**config.mk**
```make
export PLATFORM = sky130hd
export DESIGN_NAME = memory_arbiter_flat
export DESIGN_NICKNAME = d
export VERILOG_FILES = /design/src/rtl/memory_arbiter_if.sv /design/src/rtl/memory_arbiter.sv /design/src/flat_wrapper.sv
export SDC_FILE = /design/constraint.sdc
export NUM_CORES = 1
export LEC_CHECK = 0
export ABC_AREA = 1
export BUFFER_PORTS_ARGS = -buffer_cell sky130_fd_sc_hd__buf_2
export CORE_AREA = 2 2 61 63
export CTS_BUF_LIST = sky130_fd_sc_hd__clkbuf_4 sky130_fd_sc_hd__clkbuf_8
export DETAILED_ROUTE_END_ITERATION = 6
export DIE_AREA = 0 0 63 65
export PLACE_DENSITY = 0.78
export SLEW_MARGIN = 20
export SYNTH_ARGS = -nofsm -noshare
export SYNTH_HDL_FRONTEND = slang
export SYNTH_SLANG_ARGS = --single-unit
```
**constraint.sdc**
```tcl
create_clock -name clk -period 1.82 [get_ports clk]
set_input_delay 0.182 -clock clk [delete_from_list [all_inputs] [get_ports clk]]
set_output_delay 0.182 -clock clk [all_outputs]
set_load 0.01 [all_outputs]
```
**src/rtl/memory_arbiter_if.sv**
```systemverilog
// rtl/memory_arbiter_if.sv - host/cpu request ports and register_file port bundle for memory_arbiter
interface memory_arbiter_if;
  logic       host_req;
  logic       host_wr;
  logic [7:0] host_addr;
  logic [7:0] host_wdata;
  logic       host_gnt;
  logic       host_rvalid;
  logic [7:0] host_rdata;

  logic       cpu_req;
  logic       cpu_wr;
  logic [7:0] cpu_addr;
  logic [7:0] cpu_wdata;
  logic       cpu_gnt;
  logic       cpu_rvalid;
  logic [7:0] cpu_rdata;

  logic       mem_wr;
  logic [7:0] mem_addr;
  logic [7:0] mem_wdata;
  logic [7:0] mem_rdata;

  // Arbiter side
  modport slave (
    input  host_req, host_wr, host_addr, host_wdata,
    output host_gnt, host_rvalid, host_rdata,
    input  cpu_req, cpu_wr, cpu_addr, cpu_wdata,
    output cpu_gnt, cpu_rvalid, cpu_rdata,
    output mem_wr, mem_addr, mem_wdata,
    input  mem_rdata
  );

  // Requesters plus register_file side
  modport master (
    output host_req, host_wr, host_addr, host_wdata,
    input  host_gnt, host_rvalid, host_rdata,
    output cpu_req, cpu_wr, cpu_addr, cpu_wdata,
    input  cpu_gnt, cpu_rvalid, cpu_rdata,
    input  mem_wr, mem_addr, mem_wdata,
    output mem_rdata
  );
endinterface

```
**src/rtl/memory_arbiter.sv**
```systemverilog
// rtl/memory_arbiter.sv - two-requester round-robin memory arbiter; optional MEM_ARB_HOST_PRIORITY_EN
module memory_arbiter #(
  parameter int MAX_BURST = 4
) (
  input  logic             clk,
  input  logic             reset,
  memory_arbiter_if.slave  bus
);

  typedef enum logic [1:0] {IDLE, GNT_HOST, GNT_CPU} state_t;

  localparam logic [3:0] BURST_LAST = 4'(MAX_BURST - 1);

  state_t     r_state;
  logic [3:0] r_cnt;
  logic       r_last_cpu;     // 1: cpu was the most recent grantee
  logic       r_host_gnt;
  logic       r_cpu_gnt;
  logic       r_host_rvalid;
  logic       r_cpu_rvalid;
  logic [7:0] r_host_rdata;
  logic [7:0] r_cpu_rdata;

  state_t     w_next;
  logic       w_host_beat;
  logic       w_cpu_beat;
  logic       w_burst_done;
  logic       w_host_preempt;
  logic       w_cpu_preempt;
  logic       w_idle_pick_host;

  assign w_host_beat  = (r_state == GNT_HOST) && bus.host_req;
  assign w_cpu_beat   = (r_state == GNT_CPU) && bus.cpu_req;
  assign w_burst_done = (r_cnt == BURST_LAST);

`ifdef MEM_ARB_HOST_PRIORITY_EN
  assign w_idle_pick_host = 1'b1;
  assign w_host_preempt   = 1'b0;
`else
  assign w_idle_pick_host = r_last_cpu;
  assign w_host_preempt   = w_burst_done && bus.cpu_req;
`endif
  assign w_cpu_preempt = w_burst_done && bus.host_req;

  // Next grant owner: leave on owner release or on an exhausted burst with the other side waiting
  always_comb begin
    w_next = r_state;
    unique case (r_state)
      IDLE: begin
        if (bus.host_req && bus.cpu_req) w_next = w_idle_pick_host ? GNT_HOST : GNT_CPU;
        else if (bus.host_req)           w_next = GNT_HOST;
        else if (bus.cpu_req)            w_next = GNT_CPU;
      end
      GNT_HOST: begin
        if (!bus.host_req)      w_next = bus.cpu_req ? GNT_CPU : IDLE;
        else if (w_host_preempt) w_next = GNT_CPU;
      end
      GNT_CPU: begin
        if (!bus.cpu_req)       w_next = bus.host_req ? GNT_HOST : IDLE;
        else if (w_cpu_preempt) w_next = GNT_HOST;
      end
      default: w_next = IDLE;
    endcase
  end

  // Grant FSM: state, registered grants, saturating beat counter and round-robin memory
  always_ff @(posedge clk or negedge reset) begin
    if (!reset) begin
      r_state    <= IDLE;
      r_cnt      <= 4'd0;
      r_last_cpu <= 1'b1;
      r_host_gnt <= 1'b0;
      r_cpu_gnt  <= 1'b0;
    end else begin
      r_state    <= w_next;
      r_host_gnt <= (w_next == GNT_HOST);
      r_cpu_gnt  <= (w_next == GNT_CPU);
      if (w_next != r_state)
        r_cnt <= 4'd0;
      else if ((w_host_beat || w_cpu_beat) && !w_burst_done)
        r_cnt <= r_cnt + 4'd1;
      if (w_next == GNT_HOST) r_last_cpu <= 1'b0;
      else if (w_next == GNT_CPU) r_last_cpu <= 1'b1;
    end
  end

  // Read return: capture register_file data one cycle after a read beat
  always_ff @(posedge clk or negedge reset) begin
    if (!reset) begin
      r_host_rvalid <= 1'b0;
      r_cpu_rvalid  <= 1'b0;
      r_host_rdata  <= 8'h00;
      r_cpu_rdata   <= 8'h00;
    end else begin
      r_host_rvalid <= w_host_beat && !bus.host_wr;
      r_cpu_rvalid  <= w_cpu_beat && !bus.cpu_wr;
      if (w_host_beat && !bus.host_wr) r_host_rdata <= bus.mem_rdata;
      if (w_cpu_beat && !bus.cpu_wr)   r_cpu_rdata  <= bus.mem_rdata;
    end
  end

  assign bus.mem_wr    = w_host_beat ? bus.host_wr    : (w_cpu_beat ? bus.cpu_wr    : 1'b0);
  assign bus.mem_addr  = w_host_beat ? bus.host_addr  : (w_cpu_beat ? bus.cpu_addr  : 8'h00);
  assign bus.mem_wdata = w_host_beat ? bus.host_wdata : (w_cpu_beat ? bus.cpu_wdata : 8'h00);

  assign bus.host_gnt    = r_host_gnt;
  assign bus.cpu_gnt     = r_cpu_gnt;
  assign bus.host_rvalid = r_host_rvalid;
  assign bus.cpu_rvalid  = r_cpu_rvalid;
  assign bus.host_rdata  = r_host_rdata;
  assign bus.cpu_rdata   = r_cpu_rdata;

endmodule
```
**src/flat_wrapper.sv**
```systemverilog
// flat-port wrapper written by rule: the top's interface ports become plain ports
module memory_arbiter_flat 
#(
  parameter int MAX_BURST = 4
)
  (clk, reset, bus_host_req, bus_host_wr, bus_host_addr, bus_host_wdata, bus_host_gnt, bus_host_rvalid, bus_host_rdata, bus_cpu_req, bus_cpu_wr, bus_cpu_addr, bus_cpu_wdata, bus_cpu_gnt, bus_cpu_rvalid, bus_cpu_rdata, bus_mem_wr, bus_mem_addr, bus_mem_wdata, bus_mem_rdata);
  memory_arbiter_if bus_i ();
  input  logic clk;
  input  logic reset;
  input wire logic [$bits(bus_i.host_req)-1:0] bus_host_req;
  input wire logic [$bits(bus_i.host_wr)-1:0] bus_host_wr;
  input wire logic [$bits(bus_i.host_addr)-1:0] bus_host_addr;
  input wire logic [$bits(bus_i.host_wdata)-1:0] bus_host_wdata;
  output wire logic [$bits(bus_i.host_gnt)-1:0] bus_host_gnt;
  output wire logic [$bits(bus_i.host_rvalid)-1:0] bus_host_rvalid;
  output wire logic [$bits(bus_i.host_rdata)-1:0] bus_host_rdata;
  input wire logic [$bits(bus_i.cpu_req)-1:0] bus_cpu_req;
  input wire logic [$bits(bus_i.cpu_wr)-1:0] bus_cpu_wr;
  input wire logic [$bits(bus_i.cpu_addr)-1:0] bus_cpu_addr;
  input wire logic [$bits(bus_i.cpu_wdata)-1:0] bus_cpu_wdata;
  output wire logic [$bits(bus_i.cpu_gnt)-1:0] bus_cpu_gnt;
  output wire logic [$bits(bus_i.cpu_rvalid)-1:0] bus_cpu_rvalid;
  output wire logic [$bits(bus_i.cpu_rdata)-1:0] bus_cpu_rdata;
  output wire logic [$bits(bus_i.mem_wr)-1:0] bus_mem_wr;
  output wire logic [$bits(bus_i.mem_addr)-1:0] bus_mem_addr;
  output wire logic [$bits(bus_i.mem_wdata)-1:0] bus_mem_wdata;
  input wire logic [$bits(bus_i.mem_rdata)-1:0] bus_mem_rdata;
  assign bus_i.host_req = bus_host_req;
  assign bus_i.host_wr = bus_host_wr;
  assign bus_i.host_addr = bus_host_addr;
  assign bus_i.host_wdata = bus_host_wdata;
  assign bus_host_gnt = bus_i.host_gnt;
  assign bus_host_rvalid = bus_i.host_rvalid;
  assign bus_host_rdata = bus_i.host_rdata;
  assign bus_i.cpu_req = bus_cpu_req;
  assign bus_i.cpu_wr = bus_cpu_wr;
  assign bus_i.cpu_addr = bus_cpu_addr;
  assign bus_i.cpu_wdata = bus_cpu_wdata;
  assign bus_cpu_gnt = bus_i.cpu_gnt;
  assign bus_cpu_rvalid = bus_i.cpu_rvalid;
  assign bus_cpu_rdata = bus_i.cpu_rdata;
  assign bus_mem_wr = bus_i.mem_wr;
  assign bus_mem_addr = bus_i.mem_addr;
  assign bus_mem_wdata = bus_i.mem_wdata;
  assign bus_i.mem_rdata = bus_mem_rdata;
  memory_arbiter #(.MAX_BURST(MAX_BURST)) u_core (.clk(clk), .reset(reset), .bus(bus_i));
endmodule
```
==> results by stage <==
GRT:
- The via count of the first global-routing pass is 1,349.
- The initial antenna violation count is 0.
- The global-route wire length before repair is 5310 um.
- The total overflow left after global routing is 0.
- Entering global routing, the biggest net connects 28 pins.
- Global routing used 16.2% of the available tracks across all layers.

Die:
- The top-level I/O count is 83.
- For this configuration, the core starts out at a cell density of 42.0%.
- Measured along the y axis, the die boundary spans 65 um.
- The total number of placement rows is 22.
- The area inside the core boundary is 3500 um2.
- The die covers 4100 um2.
- The floorplan step set the die width to 63 um.

STA:
- The worst slew margin relative to its limit is 63.2%.
- At the pin with the least slew margin, the transition time is 0.552 ns.
- The maximum clock rate is 588 MHz.
- The number of hold violations in the final report came to 0.
- For the final routed database, the setup TNS stands at 0 ns.
- The count of final setup violators is 0.
- The final max-slew violation count is 0.
- Subtracting the final worst setup slack from the clock period gives 1.70 ns.
- The period utilization is 93.4%.
- The clock tree skew after final layout is 0.00251 ns.

Hold path:
- The path class of the tightest hold or removal check is in2reg.
- The beginning of the worst hold path is bus_cpu_wr.
- The end of the worst hold path is u_core.bus.cpu_rvalid.
- The number of cells on the worst hold path is 2.

Route:
- The first detailed-routing pass took 4 iterations.
- Using the TritonRoute via totals, the vias-per-cell ratio works out to 4.52.
- After detailed routing, the number of remaining DRC violations is 0.
- The detail route stage leaves a number of antenna-violating nets equal to 0.
- The routed layout has 1,459 vias.
- The routed length per instance is 10.3 um.
- The starting DRC count in detailed routing is 22.
- The routed wire length is 3330 um.

Logic synthesis:
- The async set or reset register ratio after synthesis is 100%.
- The Yosys step of the flow raised 0 warnings.
- The synthesized design contains 27 register bits.
- The synthesized design spends more area on one cell type than any other, namely dfrtp_1.
- The mean post-synth cell area is 7.98 um2.
- The most instantiated flip-flop cell in the synthesis netlist is dfrtp_1.
- The library cell with the highest instance count after synthesis is nand2_1.
- The number of standard cells after synthesis is 184.
- By area the synthesized netlist is led by dfrtp_1 (44%), nand2_1 (20%), o21ai_2 (9.5%), nand3_1 (3.4%), inv_1 (3.3%).
- The top cell type by area accounts for 44.3% of the synthesized area.
- In this run, distinct cell masters in the synthesized netlist total 20.
- In the synthesized netlist, the cells that appear most often are nand2_1 (78), dfrtp_1 (26), o21ai_2 (16), inv_1 (13), nand3_1 (10).
- The synthesized netlist occupies a cell area of 1470 um2.
- Summing the sequential cell areas from Yosys gives 46.1% of the chip area.
- The net count after synthesis is 233.
- Counting flops with a built-in enable in the synthesized netlist gives 0.

Setup path:
- The slowest stage of the critical path is the dfrtp_1 cell.
- The endpoint identified for the worst register-to-register timing path is u_core.r_last_cpu.
- The critical path depth is 8.
- In this run the critical register-to-register path is launched from u_core.r_cnt[0].
- The type of the setup path with the least slack is reg2out.
- The biggest fanout along the worst timing path is 10.
- Counting both buffers and inverters, the worst setup path holds a total of 4.
- The startpoint type of the worst setup path is a flop.
- The number of cells on the worst reg-to-reg path is 8.
- The maximum cell stage delay along the critical path is 0.46 ns.
- The slack of the worst reg-to-reg path is 0.19 ns.
- The kind of cell with the highest combined delay along the critical path is flip-flops.
- The signal on the critical path passes through inv_2 > nand2_2 > nor2_4 > buf_8 > buf_12 > nand2_1 > nand2_1 > buf_2.
- The data arrival time of the critical path is 1.52 ns.
- The element type at the critical path end is a primary output.
- At the worst endpoint, the required time is 1.64 ns.
- In this design, the critical path's most frequently occurring cell is nand2_1.

Placed design:
- The HPWL after detailed placement is 2610 um.
- The count of buffers added on input and output ports is 82.
- The congestion estimate from routability-driven global placement came to 0.899.
- The placed cell area is 1920 um2.

Pwr:
- Power spread over the standard cell area amounts to 1270 nW/um2.
- In this run the static leakage power is 0.00121 uW.
- The total power draw is 2600 uW.
- The peak supply drop is 0.876 mV.

Run:
- The tool flagged a number of max-cap violations equal to 0.

Final layout:
- Compared with the post-synthesis result, the final layout area differs by 38.9%.
- The number of antenna diodes in the final layout is 0.
- The layout cell share with drive strength beyond 1 is 47.6%.
- Once layout is complete, the utilization of the core stands at 58.3%.
- The finished cells cover 2040 um2.
- The number of nets in the layout is 325.

Clocking:
- Clock-pin slew was measured on the worst setup and hold paths at 0.13 ns.
- In this run the deepest clock path goes through 2 buffers.
- The number of H-tree levels is 1.
- The clock network latency to the later pin of the worst-skew pair is 0.31 ns.
- CTS placed an instance of clkbuf_4 at the clock tree root.
- The tree built by TritonCTS fans out to 27 sinks.
- TritonCTS built the clock tree.
- Buffers inserted during clock tree synthesis total 3.

Outcome:
- The flow ran to the end, and the final reports show no timing, DRC or antenna violations.
per-layer routing:
| metal | share of wire [%] | vias up | GRT usage, % | wire (um) |
|---|---|---|---|---|
| met4 | 0.54 | 0 | 3.33 | 18 |
| met2 | 55 | 51 | 31.8 | 1820 |
| li1 | - | 752 | - | - |
| met3 | 7.4 | 4 | 5.21 | 247 |
| met5 | 0 | - | 0 | 0 |
| met1 | 37 | 652 | 16.5 | 1240 |
registers in the layout, summed over array words and instances (netlist names):
name                    flops
u_core.bus.cpu_gnt          1
u_core.bus.host_rvalid      1
u_core.bus.cpu_rdata        8
u_core.bus.host_rdata       8
u_core.r_last_cpu           1
u_core.bus.host_gnt         1
u_core.bus.cpu_rvalid       1
u_core.r_cnt                4
u_core.r_state              2
worst register-to-register path: cells and delay by family (launching register included):
family                   cells  cell delay, ns
buffers and inverters        1            0.08
AND/OR/NAND/NOR              4            0.42
flip-flops                   1            0.43
adder cells (fa/ha/maj)      2            0.48
AO/OA/AOI/OAI                1            0.16
worst max-delay path by stage:
| stage | from | end | slack (ns) |
|---|---|---|---|
| finish | u_core.r_state[1] | bus_mem_wdata[5] | 0.12 |
| global placement | u_core.r_cnt[0] | u_core.r_last_cpu | 0.30 |
| detailed placement | u_core.r_cnt[0] | u_core.r_last_cpu | 0.19 |
| floorplan | u_core.r_state[1] | u_core.r_last_cpu | 0.33 |
| CTS | u_core.r_state[1] | bus_mem_wr | 0.02 |
| global route | u_core.r_state[1] | bus_mem_wr | -0.003 |
layout make-up:
type	count	area, um2
Inverter	18	72.6
Tap cell	48	60.1
Fill cell	334	1460
Sequential cell	27	678
Multi-Input combinational cell	135	693
Timing Repair Buffer	91	504
Clock buffer	4	30.0
timing repair:
| item | CTS | global route |
|---|---|---|
| hold buffers | 1 | 0 |
| hold endpoints to repair | 26 | 0 |
| resized for setup | 2 | 8 |
| cloned | 0 | 0 |
| buffers inserted | 2 | 4 |
| pin swaps | 0 | 2 |
| endpoints found under the setup margin | 1 | 17 |
kinds of logic after synthesis:
family                     Yosys count  synth area share (%)
xor gates and xnor gates             3                  1.79
adders and majority gates            3                  2.56
DFF                                 27                  46.1
buffers and inverters               22                  6.82
AOI/OAI and AO/OA                   20                  10.9
and+or+nand+nor                    109                  31.8
where the power goes:
part | switching, uW | total, uW | internal, uW
logic | 752 | 1340 | 587
clock network | 153 | 254 | 100
registers | 154 | 1000 | 848
metrics by stage:
stage	std cells	hold WS, ns	worst slack [ns]
floorplan	184	-0.114	0.334
global placement	312	0.213	0.297
detailed placement	312	0.211	0.195
CTS	319	0.0288	0.0178
global route	323	0.00538	-0.00331
finish	323	0.0392	0.120
cells in the final DEF, fill, tap and decap left out, types with 3 or more instances in the layout:
cell type	n
buf_2	82
nand2_1	77
dfrtp_1	25
o21ai_2	16
inv_1	12
nand3_1	10
nand2_2	8
nor2_1	7
inv_2	5
buf_4	5
clkbuf_4	4
nor2_2	3
xor2_1	3
ha_1	3
No activity file was read; power rests on OpenSTA's default activity.
